$ cat src/rtl/regfile_port_ctrl.sv
// Two-requester round-robin front end for the single-write/dual-read regfile.
// One transaction at a time: grant, one ISSUE cycle, one DONE cycle with ack and read data.
module regfile_port_ctrl #(
  parameter int unsigned DW = 32,
  parameter int unsigned AW = 4
) (
  input  logic          clk,
  input  logic          rst,
  input  logic          req_a,
  input  logic          wr_a,
  input  logic [AW-1:0] waddr_a,
  input  logic [DW-1:0] wdata_a,
  input  logic [AW-1:0] raddr1_a,
  input  logic [AW-1:0] raddr2_a,
  output logic          ack_a,
  output logic [DW-1:0] rdata1_a,
  output logic [DW-1:0] rdata2_a,
  input  logic          req_b,
  input  logic          wr_b,
  input  logic [AW-1:0] waddr_b,
  input  logic [DW-1:0] wdata_b,
  input  logic [AW-1:0] raddr1_b,
  input  logic [AW-1:0] raddr2_b,
  output logic          ack_b,
  output logic [DW-1:0] rdata1_b,
  output logic [DW-1:0] rdata2_b,
  output logic          rf_en,
  output logic          rf_rd,
  output logic          rf_wt,
  output logic [AW-1:0] rf_si,
  output logic [AW-1:0] rf_so1,
  output logic [AW-1:0] rf_so2,
  output logic [DW-1:0] rf_ip,
  input  logic [DW-1:0] rf_op1,
  input  logic [DW-1:0] rf_op2,
  output logic          busy
);

  typedef enum logic [1:0] {IDLE, ISSUE, DONE} state_t;

  state_t state, state_d;
  logic grant, pick_b;
  logic last_b, gnt_b, wr_q;
  logic sel_wr;
  logic [AW-1:0] sel_waddr, sel_r1, sel_r2;
  logic [DW-1:0] sel_wdata;
  logic [DW-1:0] hold1_a, hold2_a, hold1_b, hold2_b;
  logic rd_done_a, rd_done_b;

  // Fields of whichever requester wins this cycle's arbitration
  assign sel_wr    = pick_b ? wr_b     : wr_a;
  assign sel_waddr = pick_b ? waddr_b  : waddr_a;
  assign sel_wdata = pick_b ? wdata_b  : wdata_a;
  assign sel_r1    = pick_b ? raddr1_b : raddr1_a;
  assign sel_r2    = pick_b ? raddr2_b : raddr2_a;

  // Regfile read data lands in the DONE cycle, so it bypasses the hold register then
  assign rd_done_a = ack_a & ~wr_q;
  assign rd_done_b = ack_b & ~wr_q;
  assign rdata1_a  = rd_done_a ? rf_op1 : hold1_a;
  assign rdata2_a  = rd_done_a ? rf_op2 : hold2_a;
  assign rdata1_b  = rd_done_b ? rf_op1 : hold1_b;
  assign rdata2_b  = rd_done_b ? rf_op2 : hold2_b;

  always_ff @(posedge clk or posedge rst) begin
    if (rst) state <= IDLE;
    else     state <= state_d;
  end

  // Next state and arbitration; B wins only if A is idle or A was granted last
  always_comb begin
    state_d = state;
    grant   = 1'b0;
    pick_b  = req_b & (~req_a | ~last_b);
    case (state)
      IDLE: begin
        if (req_a | req_b) begin
          grant   = 1'b1;
          state_d = ISSUE;
        end
      end
      ISSUE: state_d = DONE;
      DONE: begin
        if (req_a | req_b) begin
          grant   = 1'b1;
          state_d = ISSUE;
        end else begin
          state_d = IDLE;
        end
      end
      default: state_d = IDLE;
    endcase
  end

  // Registered strobes, latched fields, acks and read-data hold registers
  always_ff @(posedge clk or posedge rst) begin
    if (rst) begin
      rf_en   <= 1'b0;
      rf_rd   <= 1'b0;
      rf_wt   <= 1'b0;
      rf_si   <= '0;
      rf_so1  <= '0;
      rf_so2  <= '0;
      rf_ip   <= '0;
      ack_a   <= 1'b0;
      ack_b   <= 1'b0;
      busy    <= 1'b0;
      last_b  <= 1'b1;
      gnt_b   <= 1'b0;
      wr_q    <= 1'b0;
      hold1_a <= '0;
      hold2_a <= '0;
      hold1_b <= '0;
      hold2_b <= '0;
    end else begin
      rf_en <= grant;
      rf_wt <= grant & sel_wr;
      rf_rd <= grant & ~sel_wr;
      ack_a <= (state == ISSUE) & ~gnt_b;
      ack_b <= (state == ISSUE) & gnt_b;
      busy  <= (state_d != IDLE);
      if (grant) begin
        gnt_b  <= pick_b;
        last_b <= pick_b;
        wr_q   <= sel_wr;
        rf_si  <= sel_waddr;
        rf_so1 <= sel_r1;
        rf_so2 <= sel_r2;
        rf_ip  <= sel_wdata;
      end
      if (rd_done_a) begin
        hold1_a <= rf_op1;
        hold2_a <= rf_op2;
      end
      if (rd_done_b) begin
        hold1_b <= rf_op1;
        hold2_b <= rf_op2;
      end
    end
  end

endmodule

$ cat config.mk
export PLATFORM = sky130hd
export DESIGN_NAME = regfile_port_ctrl
export DESIGN_NICKNAME = d
export VERILOG_FILES = /design/src/rtl/regfile_port_ctrl.sv
export SDC_FILE = /design/constraint.sdc
export NUM_CORES = 1
export LEC_CHECK = 0
export CORE_MARGIN = 1
export CORE_UTILIZATION = 37
export DETAILED_ROUTE_END_ITERATION = 8
export HOLD_SLACK_MARGIN = 0.03
export PLACE_DENSITY = 0.81
export SLEW_MARGIN = 20
export SYNTH_ARGS = -nofsm -noshare
export SYNTH_HDL_FRONTEND = slang
export SYNTH_SLANG_ARGS = --single-unit
$ cat constraint.sdc
create_clock -name clk -period 6.5 [get_ports clk]
set_input_delay 1.3 -clock clk [delete_from_list [all_inputs] [get_ports clk]]
set_output_delay 1.3 -clock clk [all_outputs]
set_load 0.05 [all_outputs]
==> out/results.ini, run 1 <==
[timing]
tightest_slew_ps = 917
post-route-min-period_ps = 4540
finalSetupViolCount = 0
hold_violations = 0
hold_slack_ps = 437
rsz0062_at_grt = false
fin_ws_ps = 1960
slew_headroom = 0.389
period_share = 0.698
skew_ps = 11.9
fin_tns_setup_ps = 0
slew_viol_final = 0
max_freq_ghz = 0.220

[clocking]
hold_buffers = 0
numCtsBuffers = 17
cts_setup_buffers = 0
clkLatencyLatePin_ps = 420
root_buffer = clkbuf_16
post_cts_resized = 0
clk_path_buf_depth = 2
cts_tree = built
htree_levels = 4
clock-sinks = 183
clkTransAtPathRegs_ps = 60

[global_route]
antenna_found_initial = 0
overflow = 0
grt_pass1_vias = 5710
grt_pass1_wl_mm = 31.5
grt_max_degree = 107
grt_util_all_layers = 0.206

[critical_path]
timing.critical_path.max_delay_family = buffers and inverters
critPathMaxFanout = 35
crit_buf_inv = 2
required_ps = 5200
arrival_ps = 3240
path_cells = nand2b_2 > buf_4 > mux2_2 > clkdlybuf4s50_1
worstSetupPathType = flop to primary output
start_kind = flop
crit_path_end_kind = primary output
cp_slowest_stage_delay_ps = 710
cpMaxStageDelayCell = clkdlybuf4s50_1

[synthesis]
syn_area_per_cell_um2 = 13.2
yosys_warnings = 0
yosys.cell_types.count = 21
syn_nets = 701
ys_seq_area_frac = 0.639
synth_seq_cells = 183
synthesis.area_mm2 = 0.00717
synth_cells = 543

[drt]
via_per_inst = 4.76
totalWireLength_mm = 20.1
drtIter0Drc = 175
dr_total_vias = 5451
wl_per_cell_um = 17.6
drt_pass1_iterations = 4
detail-route-antenna-nets = 0
drc = 0

[min_path]
hold_class = flop to flop

[die]
initial_core_util = 0.381
die_width_um = 141
dieArea_mm2 = 0.0199
rows = 50
design.core.area_mm2 = 0.0188
ios = 336
fp.dieH_um = 141

[power_and_ir_drop]
switching_share = 0.466
p_int_mw = 3.42
ir_drop_mv = 0.235
p_per_area_mw_per_mm2 = 564
clockPowerShare = 0.159
leakage_nw = 4.73
p_switching_mw = 2.98
p_comb_frac = 0.568
p_seq_frac = 0.273

[placed_design]
place_hpwl_mm = 14.1
io_buffers = 335
place.gp.congestion = 0.806
place_ws_ps = 2370

[finish]
fin_nets = 1029
final_layout_size_suffix_gt1_frac = 0.196
final_cell_mix = clkdlybuf4s50_1 (335), dfrtp_1 (182), mux2_2 (128)
antenna_cells = 0
area_growth_pct = 58.2
final_common_cell = clkdlybuf4s50_1

[flow_run]
maxCapViolCount = 0

[outcome]
status = finished, final reports clean

## synth_stat cells
master / number / area, um^2
nand2b_1: 2 / 12.5
o21bai_2: 1 / 11.3
inv_1: 4 / 15.0
mux2_2: 128 / 1440
buf_4: 13 / 97.6
dfrtp_1: 182 / 4550
and2_1: 2 / 12.5
a21oi_1: 90 / 450
mux2i_1: 1 / 10.0
buf_6: 7 / 78.8
nor2_1: 47 / 176
o21ai_1: 1 / 5.00
nand2_1: 46 / 173
a21boi_4: 1 / 18.8
clkbuf_1: 3 / 11.3
nor2b_1: 1 / 6.26
dfstp_2: 1 / 26.3
a31oi_1: 1 / 6.26
buf_2: 10 / 50.1
a21bo_1: 1 / 10.0
inv_2: 1 / 3.75
## registers in the layout, indices dropped and copies added, names as in the netlist, 2 cells and up
signal	count
hold1_a	32
hold1_b	32
hold2_a	32
hold2_b	32
rf_ip	32
rf_si	4
rf_so1	4
rf_so2	4
state	2
## power groups by stage
stage          Sequential (mW)  Combinational, mW  Clock (mW)
3_5_place_dp              1.77               3.64           0
3_3_place_gp              1.74               3.60           0
6_report                  1.74               3.63        1.02
2_1_floorplan             1.97               2.22           0
4_1_cts                   1.75               3.65        1.05
5_1_grt                   1.80               3.77        1.09
## per-layer routing
| metal | share of wire | up-vias | track usage |
|---|---|---|---|
| li1 | - | 2514 | - |
| met1 | 0.41 | 2686 | 0.248 |
| met2 | 0.48 | 233 | 0.334 |
| met3 | 0.10 | 18 | 0.0876 |
| met4 | 0.013 | 0 | 0.0635 |
| met5 | 0 | - | 0 |
## cells by family after synthesis
kind of cell / count (synthesis) / synth area share
DFF: 183 / 0.639
muxes: 129 / 0.202
and+or+nand+nor: 98 / 0.0530
AOI/OAI and AO/OA: 95 / 0.0700
buffers and inverters: 38 / 0.0358
## worst paths after layout
kind | endpoint | depth (start not counted) | startpoint | slack (ps)
min in group asynchronous | hold1_b[25]$_DFF_PP0_ | 2 | rst | 1360
min reg2reg | ack_a$_DFF_PP0_ | 1 | gnt_b$_DFFE_PP0P_ | 440
min | ack_a$_DFF_PP0_ | 1 | gnt_b$_DFFE_PP0P_ | 440
max | rdata2_b[9] | 4 | wr_q$_DFFE_PP0P_ | 1960
max in group asynchronous | hold1_a[21]$_DFF_PP0_ | 3 | rst | 4050
max reg2reg | hold2_b[9]$_DFF_PP0_ | 3 | wr_q$_DFFE_PP0P_ | 4270
## stage by stage
| stage | utilization | cells | area [um^2] | power [mW] |
|---|---|---|---|---|
| final | 0.602 | 1144 | 11300 | 6.39 |
| after detailed placement | 0.571 | 1112 | 10800 | 5.42 |
| after floorplan | - | 543 | 7170 | 4.19 |
| after global routing | 0.602 | 1144 | 11300 | 6.66 |
| after global placement | 0.567 | 1109 | 10700 | 5.35 |
| after CTS | 0.602 | 1144 | 11300 | 6.46 |
## final cells by class
class / instances / area, um^2
Multi-Input combinational cell: 322 / 2350
Clock buffer: 19 / 443
Inverter: 5 / 23.8
Timing Repair Buffer: 342 / 3480
Clock inverter: 13 / 143
Sequential cell: 183 / 4580
Tap cell: 260 / 325
Fill cell: 1471 / 7490
Power figures use the tool's default switching activity.
==> inputs of run 2 (changes only) <==
Settings changed: CORE_UTILIZATION 37 to 40, PLACE_DENSITY 0.81 to 0.83.
Clock period 6.5 ns to 4.4 ns, I/O delays scaled along.
==> run 2 against run 1 <==
Against the previous run: global-route usage up 1.7 points; hold slack gained 27 ps; clock skew barely moved.
==> out/results.ini, run 2 (same netlist as run 1, synthesis figures left out) <==
[die]
fp.dieH_um = 136
rows = 48
initial_core_util = 0.412
die_width_um = 136
design.core.area_mm2 = 0.0174
dieArea_mm2 = 0.0185
ios = 336

[finish]
fin_nets = 1030
final_common_cell = clkdlybuf4s50_1
layout.cells.non_filler = 1110
antenna_cells = 0
fill_cells = 1345
area_growth_pct = 57.3
design_area_mm2 = 0.0113
final_cell_mix = clkdlybuf4s50_1 (335), dfrtp_1 (182), mux2_2 (128)
fin_util = 0.648
final_layout_size_suffix_gt1_frac = 0.197

[timing]
post-route-min-period_ps = 3590
hold_slack_ps = 464
finalSetupViolCount = 0
slew_viol_final = 0
hold_violations = 0
skew_ps = 11.6
period_share = 0.815
max_freq_ghz = 0.279
fin_tns_setup_ps = 0
slew_headroom = 0.434
rsz0062_at_grt = false
fin_ws_ps = 813
tightest_slew_ps = 847

[power_and_ir_drop]
leakage_nw = 4.73
p_per_area_mw_per_mm2 = 842
ir_drop_mv = 0.595
p_total_mw = 9.50

[clocking]
clkTransAtPathRegs_ps = 70
root_buffer = clkbuf_16
post_cts_resized = 0
cts_setup_buffers = 0
hold_buffers = 0
clk_path_buf_depth = 2
numCtsBuffers = 17
clock-sinks = 183
cts_tree = built
htree_levels = 4
clkLatencyLatePin_ps = 430

[drt]
totalWireLength_mm = 20.3
detail-route-antenna-nets = 0
dr_total_vias = 5454
via_per_inst = 4.91
drc = 0
drt_pass1_iterations = 4
drtIter0Drc = 164
wl_per_cell_um = 18.3

[critical_path]
cpMaxStageDelayCell = clkdlybuf4s50_1
critPathMaxFanout = 46
arrival_ps = 2710
crit_buf_inv = 2
worstSetupPathType = flop to primary output
cp_slowest_stage_delay_ps = 740
path_cells = nor2b_4 > buf_4 > mux2_2 > clkdlybuf4s50_1
start_kind = flop
crit_path_end_kind = primary output
required_ps = 3520
timing.critical_path.max_delay_family = buffers and inverters

[placed_design]
io_buffers = 335
place_area_mm2 = 0.0107
place_ws_ps = 1060
dp.cells = 1078
place_hpwl_mm = 14.7
place.gp.congestion = 0.771

[outcome]
status = finished, final reports clean

[global_route]
grt_pass1_wl_mm = 31.2
grt_max_degree = 117
overflow = 0
grt_pass1_vias = 5876
antenna_found_initial = 0
grt_util_all_layers = 0.223

[min_path]
hold_class = flop to flop

[flow_run]
maxCapViolCount = 0

-- run 2: cell types whose count changed in the layout (fill, tap and decap cells not counted), sizes merged --
cell,change
buf,+1
bufinv,+1
clkbuf,-1
-- run 2: worst paths after layout --
kind	startpoint	endpoint	cells after the start	slack, ps
hold reg to reg	gnt_b$_DFFE_PP0P_	ack_a$_DFF_PP0_	1	460
setup / recovery	wr_q$_DFFE_PP0P_	rdata1_a[12]	4	810
min in group asynchronous	rst	rf_so1[0]$_DFFE_PP0P_	3	910
max in group asynchronous	rst	hold2_a[15]$_DFF_PP0_	3	2900
hold / removal	gnt_b$_DFFE_PP0P_	ack_a$_DFF_PP0_	1	460
setup reg to reg	last_b$_DFFE_PP1P_	rf_ip[21]$_DFFE_PP0P_	4	2660
-- run 2: where the power goes --
| part | leakage [nW] | internal [mW] | switching, mW |
|---|---|---|---|
| clock network | 0.287 | 0.855 | 0.687 |
| registers | 2.14 | 2.38 | 0.206 |
| logic | 2.30 | 1.85 | 3.53 |
| total | 4.73 | 5.08 | 4.42 |
-- run 2: area by class of cell --
cell class / count / area [um^2] / share of cell area
Multi-Input combinational cell: 322 / 2350 / 0.208
Timing Repair Buffer: 343 / 3450 / 0.306
Clock inverter: 14 / 166 / 0.0147
Sequential cell: 183 / 4580 / 0.406
Inverter: 5 / 22.5 / 0.00200
Clock buffer: 18 / 429 / 0.0380
Tap cell: 225 / 282 / 0.0250
-- run 2: metal layers --
metal / up-vias / part of all wire / global-route usage
met5: - / 0 / 0
met4: 0 / 0.019 / 0.0759
met3: 28 / 0.10 / 0.0917
met2: 232 / 0.51 / 0.387
met1: 2682 / 0.37 / 0.245
li1: 2512 / - / -
